**src/rtl/serv_decode_queue.sv**
```systemverilog
// Decode-and-buffer stage: each accepted ibus word is decoded into a compact
// control record and queued in a DEPTH-entry FIFO drained via valid/ready.
module serv_decode_queue #(
    parameter int DEPTH = 4,
    parameter int MDU   = 0,
    parameter int CNT_W = $clog2(DEPTH) + 1
) (
    input  logic             clk,
    input  logic             i_rst_n,
    input  logic [31:0]      i_wb_rdt,
    input  logic             i_wb_en,
    output logic             o_wb_rdy,
    input  logic             i_flush,
    output logic             o_valid,
    input  logic             i_ready,
    output logic [4:0]       o_opcode,
    output logic [2:0]       o_funct3,
    output logic [4:0]       o_rd,
    output logic [4:0]       o_rs1,
    output logic [4:0]       o_rs2,
    output logic             o_branch_op,
    output logic             o_mem_op,
    output logic             o_csr_op,
    output logic             o_mdu_op,
    output logic             o_e_op,
    output logic             o_ebreak,
    output logic             o_mret,
    output logic             o_illegal,
    output logic [CNT_W-1:0] o_count,
    output logic [7:0]       o_illegal_cnt
);

    localparam int PTR_W = $clog2(DEPTH);

    typedef struct packed {
        logic [4:0] opcode;
        logic [2:0] funct3;
        logic [4:0] rd;
        logic [4:0] rs1;
        logic [4:0] rs2;
        logic       branch_op;
        logic       mem_op;
        logic       csr_op;
        logic       mdu_op;
        logic       e_op;
        logic       ebreak;
        logic       mret;
        logic       illegal;
    } rec_t;

    rec_t             r_mem [DEPTH];
    logic [PTR_W-1:0] r_wptr;
    logic [PTR_W-1:0] r_rptr;
    logic [CNT_W-1:0] r_count;
    logic [7:0]       r_illegal_cnt;

    rec_t             w_dec;
    rec_t             w_head;
    logic             w_legal;
    logic             w_push;
    logic             w_pop;
    logic [6:0]       w_funct7;

    assign w_funct7 = i_wb_rdt[31:25];

    always_comb begin
        w_dec        = '0;
        w_legal      = 1'b0;
        w_dec.opcode = i_wb_rdt[6:2];
        w_dec.funct3 = i_wb_rdt[14:12];
        w_dec.rd     = i_wb_rdt[11:7];
        w_dec.rs1    = i_wb_rdt[19:15];
        w_dec.rs2    = i_wb_rdt[24:20];
        if (i_wb_rdt[1:0] == 2'b11) begin
            case (i_wb_rdt[6:2])
                5'b00000, 5'b01000: begin
                    w_legal      = 1'b1;
                    w_dec.mem_op = 1'b1;
                end
                5'b00011, 5'b00100, 5'b00101, 5'b01101: w_legal = 1'b1;
                5'b11000, 5'b11001, 5'b11011: begin
                    w_legal         = 1'b1;
                    w_dec.branch_op = 1'b1;
                end
                5'b01100: begin
                    case (w_funct7)
                        7'b0000000: w_legal = 1'b1;
                        7'b0100000: w_legal = (i_wb_rdt[14:12] == 3'b000) ||
                                              (i_wb_rdt[14:12] == 3'b101);
                        7'b0000001: begin
                            w_legal      = (MDU != 0);
                            w_dec.mdu_op = (MDU != 0);
                        end
                        default: w_legal = 1'b0;
                    endcase
                end
                5'b11100: begin
                    if (i_wb_rdt[14:12] != 3'b000) begin
                        w_legal      = 1'b1;
                        w_dec.csr_op = 1'b1;
                    end else begin
                        // instr[31:7] of ECALL, EBREAK and MRET respectively
                        case (i_wb_rdt[31:7])
                            25'h0000000: begin
                                w_legal    = 1'b1;
                                w_dec.e_op = 1'b1;
                            end
                            25'h0002000: begin
                                w_legal      = 1'b1;
                                w_dec.e_op   = 1'b1;
                                w_dec.ebreak = 1'b1;
                            end
                            25'h0604000: begin
                                w_legal    = 1'b1;
                                w_dec.mret = 1'b1;
                            end
                            default: w_legal = 1'b0;
                        endcase
                    end
                end
                default: w_legal = 1'b0;
            endcase
        end
        if (!w_legal) begin
            w_dec.branch_op = 1'b0;
            w_dec.mem_op    = 1'b0;
            w_dec.csr_op    = 1'b0;
            w_dec.mdu_op    = 1'b0;
            w_dec.e_op      = 1'b0;
            w_dec.ebreak    = 1'b0;
            w_dec.mret      = 1'b0;
            w_dec.illegal   = 1'b1;
        end
    end

    assign o_wb_rdy = (r_count != CNT_W'(DEPTH));
    assign o_valid  = (r_count != '0);
    assign w_push   = i_wb_en & o_wb_rdy;
    assign w_pop    = o_valid & i_ready;

    // Storage needs no reset: payload is masked while the queue is empty.
    always_ff @(posedge clk) begin
        if (w_push && !i_flush) begin
            r_mem[r_wptr] <= w_dec;
        end
    end

    always_ff @(posedge clk or negedge i_rst_n) begin
        if (!i_rst_n) begin
            r_wptr        <= '0;
            r_rptr        <= '0;
            r_count       <= '0;
            r_illegal_cnt <= '0;
        end else begin
            if (w_push && !i_flush && w_dec.illegal && r_illegal_cnt != 8'hFF) begin
                r_illegal_cnt <= r_illegal_cnt + 8'd1;
            end
            if (i_flush) begin
                r_wptr  <= '0;
                r_rptr  <= '0;
                r_count <= '0;
            end else begin
                if (w_push) r_wptr <= r_wptr + PTR_W'(1);
                if (w_pop)  r_rptr <= r_rptr + PTR_W'(1);
                case ({w_push, w_pop})
                    2'b10:   r_count <= r_count + CNT_W'(1);
                    2'b01:   r_count <= r_count - CNT_W'(1);
                    default: r_count <= r_count;
                endcase
            end
        end
    end

    assign w_head        = o_valid ? r_mem[r_rptr] : '0;
    assign o_opcode      = w_head.opcode;
    assign o_funct3      = w_head.funct3;
    assign o_rd          = w_head.rd;
    assign o_rs1         = w_head.rs1;
    assign o_rs2         = w_head.rs2;
    assign o_branch_op   = w_head.branch_op;
    assign o_mem_op      = w_head.mem_op;
    assign o_csr_op      = w_head.csr_op;
    assign o_mdu_op      = w_head.mdu_op;
    assign o_e_op        = w_head.e_op;
    assign o_ebreak      = w_head.ebreak;
    assign o_mret        = w_head.mret;
    assign o_illegal     = w_head.illegal;
    assign o_count       = r_count;
    assign o_illegal_cnt = r_illegal_cnt;

endmodule

```
**config.mk**
```make
export PLATFORM = sky130hd
export DESIGN_NAME = serv_decode_queue
export DESIGN_NICKNAME = d
export VERILOG_FILES = /design/src/rtl/serv_decode_queue.sv
export SDC_FILE = /design/constraint.sdc
export NUM_CORES = 1
export LEC_CHECK = 0
export BUFFER_PORTS_ARGS = -buffer_cell sky130_fd_sc_hd__buf_2
export CAP_MARGIN = 20
export CORE_ASPECT_RATIO = 1.25
export CORE_MARGIN = 3
export CORE_UTILIZATION = 61
export CTS_CLUSTER_DIAMETER = 200
export DETAILED_ROUTE_END_ITERATION = 8
export PLACE_DENSITY_LB_ADDON = 0.25
export SLEW_MARGIN = 20
export SYNTH_ARGS = -nofsm -noshare
export SYNTH_HDL_FRONTEND = slang
export SYNTH_SLANG_ARGS = --single-unit
```
**constraint.sdc**
```tcl
create_clock -name clk -period 4.3 [get_ports clk]
set_input_delay 0.215 -clock clk [delete_from_list [all_inputs] [get_ports clk]]
set_output_delay 0.215 -clock clk [all_outputs]
set_load 0.01 [all_outputs]
```
### Yosys cells after proc, flatten, opt, wreduce, memory -nomap -nowiden

Memories as Yosys holds them, arrays and structs flattened.
Cells that the tools add are included.

| operators by class | value |
|---|---|
| shifts and indexed selects | 0 |
| add/subtract/negate cells | 5 |
| order comparisons | 0 |
| multipliers | 0 |
| equality and inequality tests | 19 |
| div/mod/pow operators | 0 |
| mux-type cells | 25 |
| bitwise gates (word level) | 2 |
| reduce and logical (&&, ||, !) cells | 19 |

Operator list:

| kind | number |
|---|---|
| 2-to-1 mux 31 bit | 1 |
| == test 25 x 14 -> 1 bit (second input constant) | 1 |
| == test 25 x 23 -> 1 bit (second input constant) | 1 |
| zero test 25 bit | 1 |
| == test 5 bit (second input constant) | 4 |
| == test 5 x 4 -> 1 bit (second input constant) | 3 |
| 2-to-1 mux 1 bit | 12 |
| == test 5 x 3 -> 1 bit (second input constant) | 2 |
| 2-to-1 mux 3 bit | 3 |
| nonzero test 3 bit | 3 |
| OR reduction 9 bit | 1 |
| adder 8 x 1 -> 8 bit (second input constant) | 1 |
| 2-to-1 mux 2 bit | 4 |
| 2-to-1 mux 8 bit | 1 |
| inequality test 8 bit (second input constant) | 1 |
| == test 7 x 6 -> 1 bit (second input constant) | 1 |
| zero test 7 bit | 1 |
| 2-to-1 mux 7 bit | 1 |
| case mux 3 bit (2 select lines) | 1 |
| OR reduction 3 bit | 2 |
| == test 5 x 2 -> 1 bit (second input constant) | 1 |
| zero test 5 bit | 1 |
| adder 2 x 1 -> 2 bit (second input constant) | 2 |
| == test 2 bit (second input constant) | 2 |
| 14 further kinds | 19 |

| storage, ports and cells | value |
|---|---|
| output and inout bits | 44 |
| flip-flop bits (word level) | 15 |
| bits in read-only memories | 0 |
| latch bits | 0 |
| logic and storage cells | 75 |
| bits in writable memories | 124 |
| memories | 1 |

Memories:

| name | words | width | read ports | clocked after Yosys merged registers in | write ports | line | text |
|---|---|---|---|---|---|---|---|
| r_mem | 4 | 31 | 1 | 0 | 1 | 51 | `rec_t r_mem [DEPTH];` |

### Longest topological paths before layout

| logic depth | value |
|---|---|
| depth after elaboration | 9 |
| mapped depth | 8 |
| depth with buffers taken out | 8 |

### Worst setup path before layout

No wires, ideal clock.

| timing path | value |
|---|---|
| path type | reg-to-reg |
| start | register r_count[2] (netlist: o_count[2]) |
| end | memory r_mem[0][0] (netlist bit) (enable) |
| data arrival time | 1.837 ns |
| setup slack | 2.073 ns |
| buffers on the path | 0 |
| cell stages (with the launch flop) | 5 |
| clock period less this slack | 2.227 ns |
| setup time | 0.390 ns |
| path through | dfrtp_1 > or3b_1 > nand2_1 > nor2_1 > and2_1 |

| on the way | value |
|---|---|
| word-level cells in the longest chain between the ends | 5 |

RTL lines:

| element | line | text |
|---|---|---|
| start: declaration | 54 | `logic [CNT_W-1:0] r_count;` |
| start signal: assignment | 166 | `2'b10: r_count <= r_count + CNT_W'(1);` |
| start signal: assignment | 167 | `2'b01: r_count <= r_count - CNT_W'(1);` |
| start signal: assignment | 168 | `default: r_count <= r_count;` |
| inequality test 3 bit | 136 | `assign o_wb_rdy = (r_count != CNT_W'(DEPTH));` |
| named net o_wb_rdy | 12 | `output logic o_wb_rdy,` |
| AND 1 bit | 138 | `assign w_push = i_wb_en & o_wb_rdy;` |
| logical AND 1 bit | 143 | `if (w_push && !i_flush) begin` |
| 2-to-1 mux 1 bit | 143 |  |
| 2-to-1 mux 1 bit (not written as such) | 144 | `r_mem[r_wptr] <= w_dec;` |
| end: declaration | 51 |  |

The timed path passes the listed nets, and every way through them passes these cells.

### Worst setup path in the final report

| timing path | value |
|---|---|
| start | register r_rptr[0] |
| end | output port o_rs1[4] |

| on the way | value |
|---|---|
| word-level cells in the longest chain between the ends | 2 |

RTL lines:

| element | line | text |
|---|---|---|
| start: declaration | 53 | `logic [PTR_W-1:0] r_rptr;` |
| start signal: assignment | 164 | `if (w_pop) r_rptr <= r_rptr + PTR_W'(1);` |
| memory (4 x 31 bit) | n/a |  |
| 2-to-1 mux 31 bit | 174 | `assign w_head = o_valid ? r_mem[r_rptr] : '0;` |
| end: declaration | 19 | `output logic [4:0] o_rs1,` |

Every way passes these cells.

==> reports/qor.yml <==
portBuffers: 79
nets: 473
syn_to_final_growth_pct: 23.76
grt_pass1_vias: 3424
r2r_end: "r_mem[2][8]"
yosysWarnings: 0
syn_inst: 314
synth_edf_count: 120
netlist_area_mm2: 0.005614
final_cell_area_mm2: 0.006948
cts_max_path_buffers: 2
grt_use_total_pct: 23.29
reg2reg_depth: 5
row_count: 38
final-setup-viol-count: 0
die_w_um: 91.81
n_fill_cell: 513
crit_path_start: "r_rptr[0]"
drc: 0
postCtsResizedCells: 0
avgSynthCellArea_um2: 17.88
tns_ns: 0
insertion_delay_ns: 0.52
rsz0062_at_grt: "no"
crit_end: "o_rs1[4]"
synth_flop_cell: "edfxtp_1"
hold_viol_final: 0
drtPass1Iterations: 4
r2r-start: "o_count[2]"
post_drt_wl_per_cell_um: 19.63
synth_cell_types: 45
cp.arrival_ns: 2.61
worst_slew_pin_slew_ns: 0.8845
drt_first_iter_violations: 219
cts-root-buf: "clkbuf_8"
end_kind: "output port"
vias: 3199
placed_cell_area_mm2: 0.006146
cts_tree: "yes"
grt_start_max_net_pins: 35
drive_above_1_share_pct: 32.96
rrSetupSlack_ns: 1.88
synth_fp_nets: 357
die_area_mm2: 0.01040
power_density_mw_per_mm2: 577.7
finalHoldWorstSlack_ns: 0.03499
vias_per_cell: 5.682
synth_seq_cells: 135
fin_ws_ns: 1.476
maxSlewViolCount: 0
cap_violations: 0
h-tree-depth: 4
n_antenna_cell: 0
crit_fanout: 27
start_kind: "flop"
grt_overflow: 0
final_util_pct: 78.57
crit_required_ns: 4.09
fin_skew_ns: 0.007069
outcome: "finished clean"
place_inst: 505
grt_pass1_wl_um: 17750
gp_congestion: 0.7456
totalWireLength_um: 11050
timing.fmax_mhz: 354.1
pre_cts_slack_ns: 1.736
clkSinkCount: 135
cts_made_buffers: 17
ys_seq_area_share_pct: 70.87
start_util_pct: 63.48
leakage_nw: 2.557
fin_crit_sh_pct: 65.67
antenna_found_initial: 1
totalPowerFinal_mw: 4.014
core_mm2: 0.008843
ir_drop_v: 0.0004607
ios: 81
synthArstFlopShare_pct: 11.11
fin_cells: 563
dpl.hpwl_um: 6720
ant_nets: 0
die_y_um: 113.3
period_needed_ns: 2.824
max-slew-margin-rel_pct: 41.04
critical_path_class: "flop to output port"
holdCritPathClass: "input port to flop"
clk_pin_slew_ns: 0.05
## state kept, by name, indices dropped and copies added, names as in the netlist
name and cells:
r_rptr 2, o_count 3, r_wptr 2, o_illegal_cnt 8, r_mem 120
## metal layers
metal  global-route usage (%)  part of all wire, %  vias up
li1                         -                    -     1473
met1                    28.17                   36     1582
met2                    39.69                   55      125
met3                    7.513                  7.2       17
met4                    8.127                  1.3        2
met5                        0                 0.16        -
## what timing repair did
| action | 4_1_cts | 5_1_grt |
|---|---|---|
| hold buffers | 26 | 0 |
| endpoints found under the hold margin | 110 | 0 |
| setup buffers | 0 | 0 |
## placed cells by master (no fill, tap or decap), types with 3 or more instances in the layout
| master | netlist | final |
|---|---|---|
| nand2_1 | 9 | 9 |
| nand4_1 | 5 | 5 |
| buf_2 | 3 | 79 |
| nand3_1 | 7 | 7 |
| and3_1 | 3 | 3 |
| nor4_1 | 4 | 4 |
| and2_1 | 35 | 35 |
| clkbuf_1 | 7 | 7 |
| edfxtp_1 | 120 | 120 |
| dlygate4sd3_1 | 0 | 26 |
| mux4_2 | 30 | 30 |
| ha_1 | 5 | 5 |
| clkinv_2 | 0 | 3 |
| nor3_1 | 3 | 3 |
| xnor2_1 | 8 | 8 |
| clkbuf_16 | 0 | 16 |
| xor2_1 | 3 | 3 |
| buf_4 | 1 | 6 |
| nor2_1 | 15 | 15 |
| dfrtp_1 | 15 | 14 |
| inv_1 | 5 | 5 |
## worst min-delay path by stage
stage,start,to,cells after the start
final,i_wb_rdt[4],r_mem[2][28],1
after global routing,i_wb_rdt[4],r_mem[2][28],1
after CTS,i_wb_rdt[4],r_mem[0][28],1
after detailed placement,i_rst_n,o_count[2],1
after global placement,i_rst_n,o_count[0],1
after floorplan,i_rst_n,o_count[0],0
## where the power goes
group / internal (mW) / switching (mW)
clock: 0.822 / 0.491
combinational: 0.515 / 0.510
sequential: 1.55 / 0.124
total: 2.89 / 1.12
## cell type report
type	count	area, µm²	area share, %
clock buffers	24	440.4	6.339
clock inverters	8	100.1	1.441
inverters	5	18.77	0.2701
multi-input cells	160	1558	22.42
flip-flops and latches	135	3980	57.28
well taps	120	150.1	2.161
repair buffers	111	700.7	10.08
## critical path, stage by stage, from the launching register on
cell	delay, ns
dfrtp_2	0.95
buf_4	0.32
mux4_2	0.52
and2_1	0.16
buf_2	0.13
## kinds of logic (layout without fill, tap and decap cells)
family | count (synthesis) | count (layout) | share of synthesized area (%)
fa+ha+maj | 6 | 6 | 1.471
flops | 135 | 135 | 70.87
other cells | 1 | 1 | 0.06680
buf+inv | 19 | 148 | 1.404
xor+xnor | 11 | 11 | 1.716
mux | 34 | 34 | 12.79
compound gates | 14 | 14 | 2.095
simple gates | 94 | 94 | 9.583
## cell usage after synthesis (2+ instances only)
| library cell | instances | area share, % |
|---|---|---|
| mux2_1 | 2 | 0.40 |
| nand3_1 | 7 | 0.62 |
| nor3_1 | 3 | 0.27 |
| and3_1 | 3 | 0.33 |
| dfrtp_1 | 15 | 6.7 |
| clkbuf_1 | 7 | 0.47 |
| inv_1 | 5 | 0.33 |
| nand4_1 | 5 | 0.56 |
| buf_1 | 3 | 0.20 |
| ha_1 | 5 | 1.1 |
| nand2_1 | 9 | 0.60 |
| nor2b_1 | 2 | 0.22 |
| mux4_2 | 30 | 12 |
| edfxtp_1 | 120 | 64 |
| nor4_1 | 4 | 0.45 |
| a211oi_1 | 2 | 0.27 |
| nor2_1 | 15 | 1.0 |
| nand4b_1 | 2 | 0.31 |
| buf_2 | 3 | 0.27 |
| xor2_1 | 3 | 0.47 |
| and2_1 | 35 | 3.9 |
| a31oi_1 | 2 | 0.22 |
| xnor2_1 | 8 | 1.2 |
| mux2i_1 | 2 | 0.36 |
| nand2b_1 | 2 | 0.22 |
Note: power is estimated with default switching activity, not from simulation.
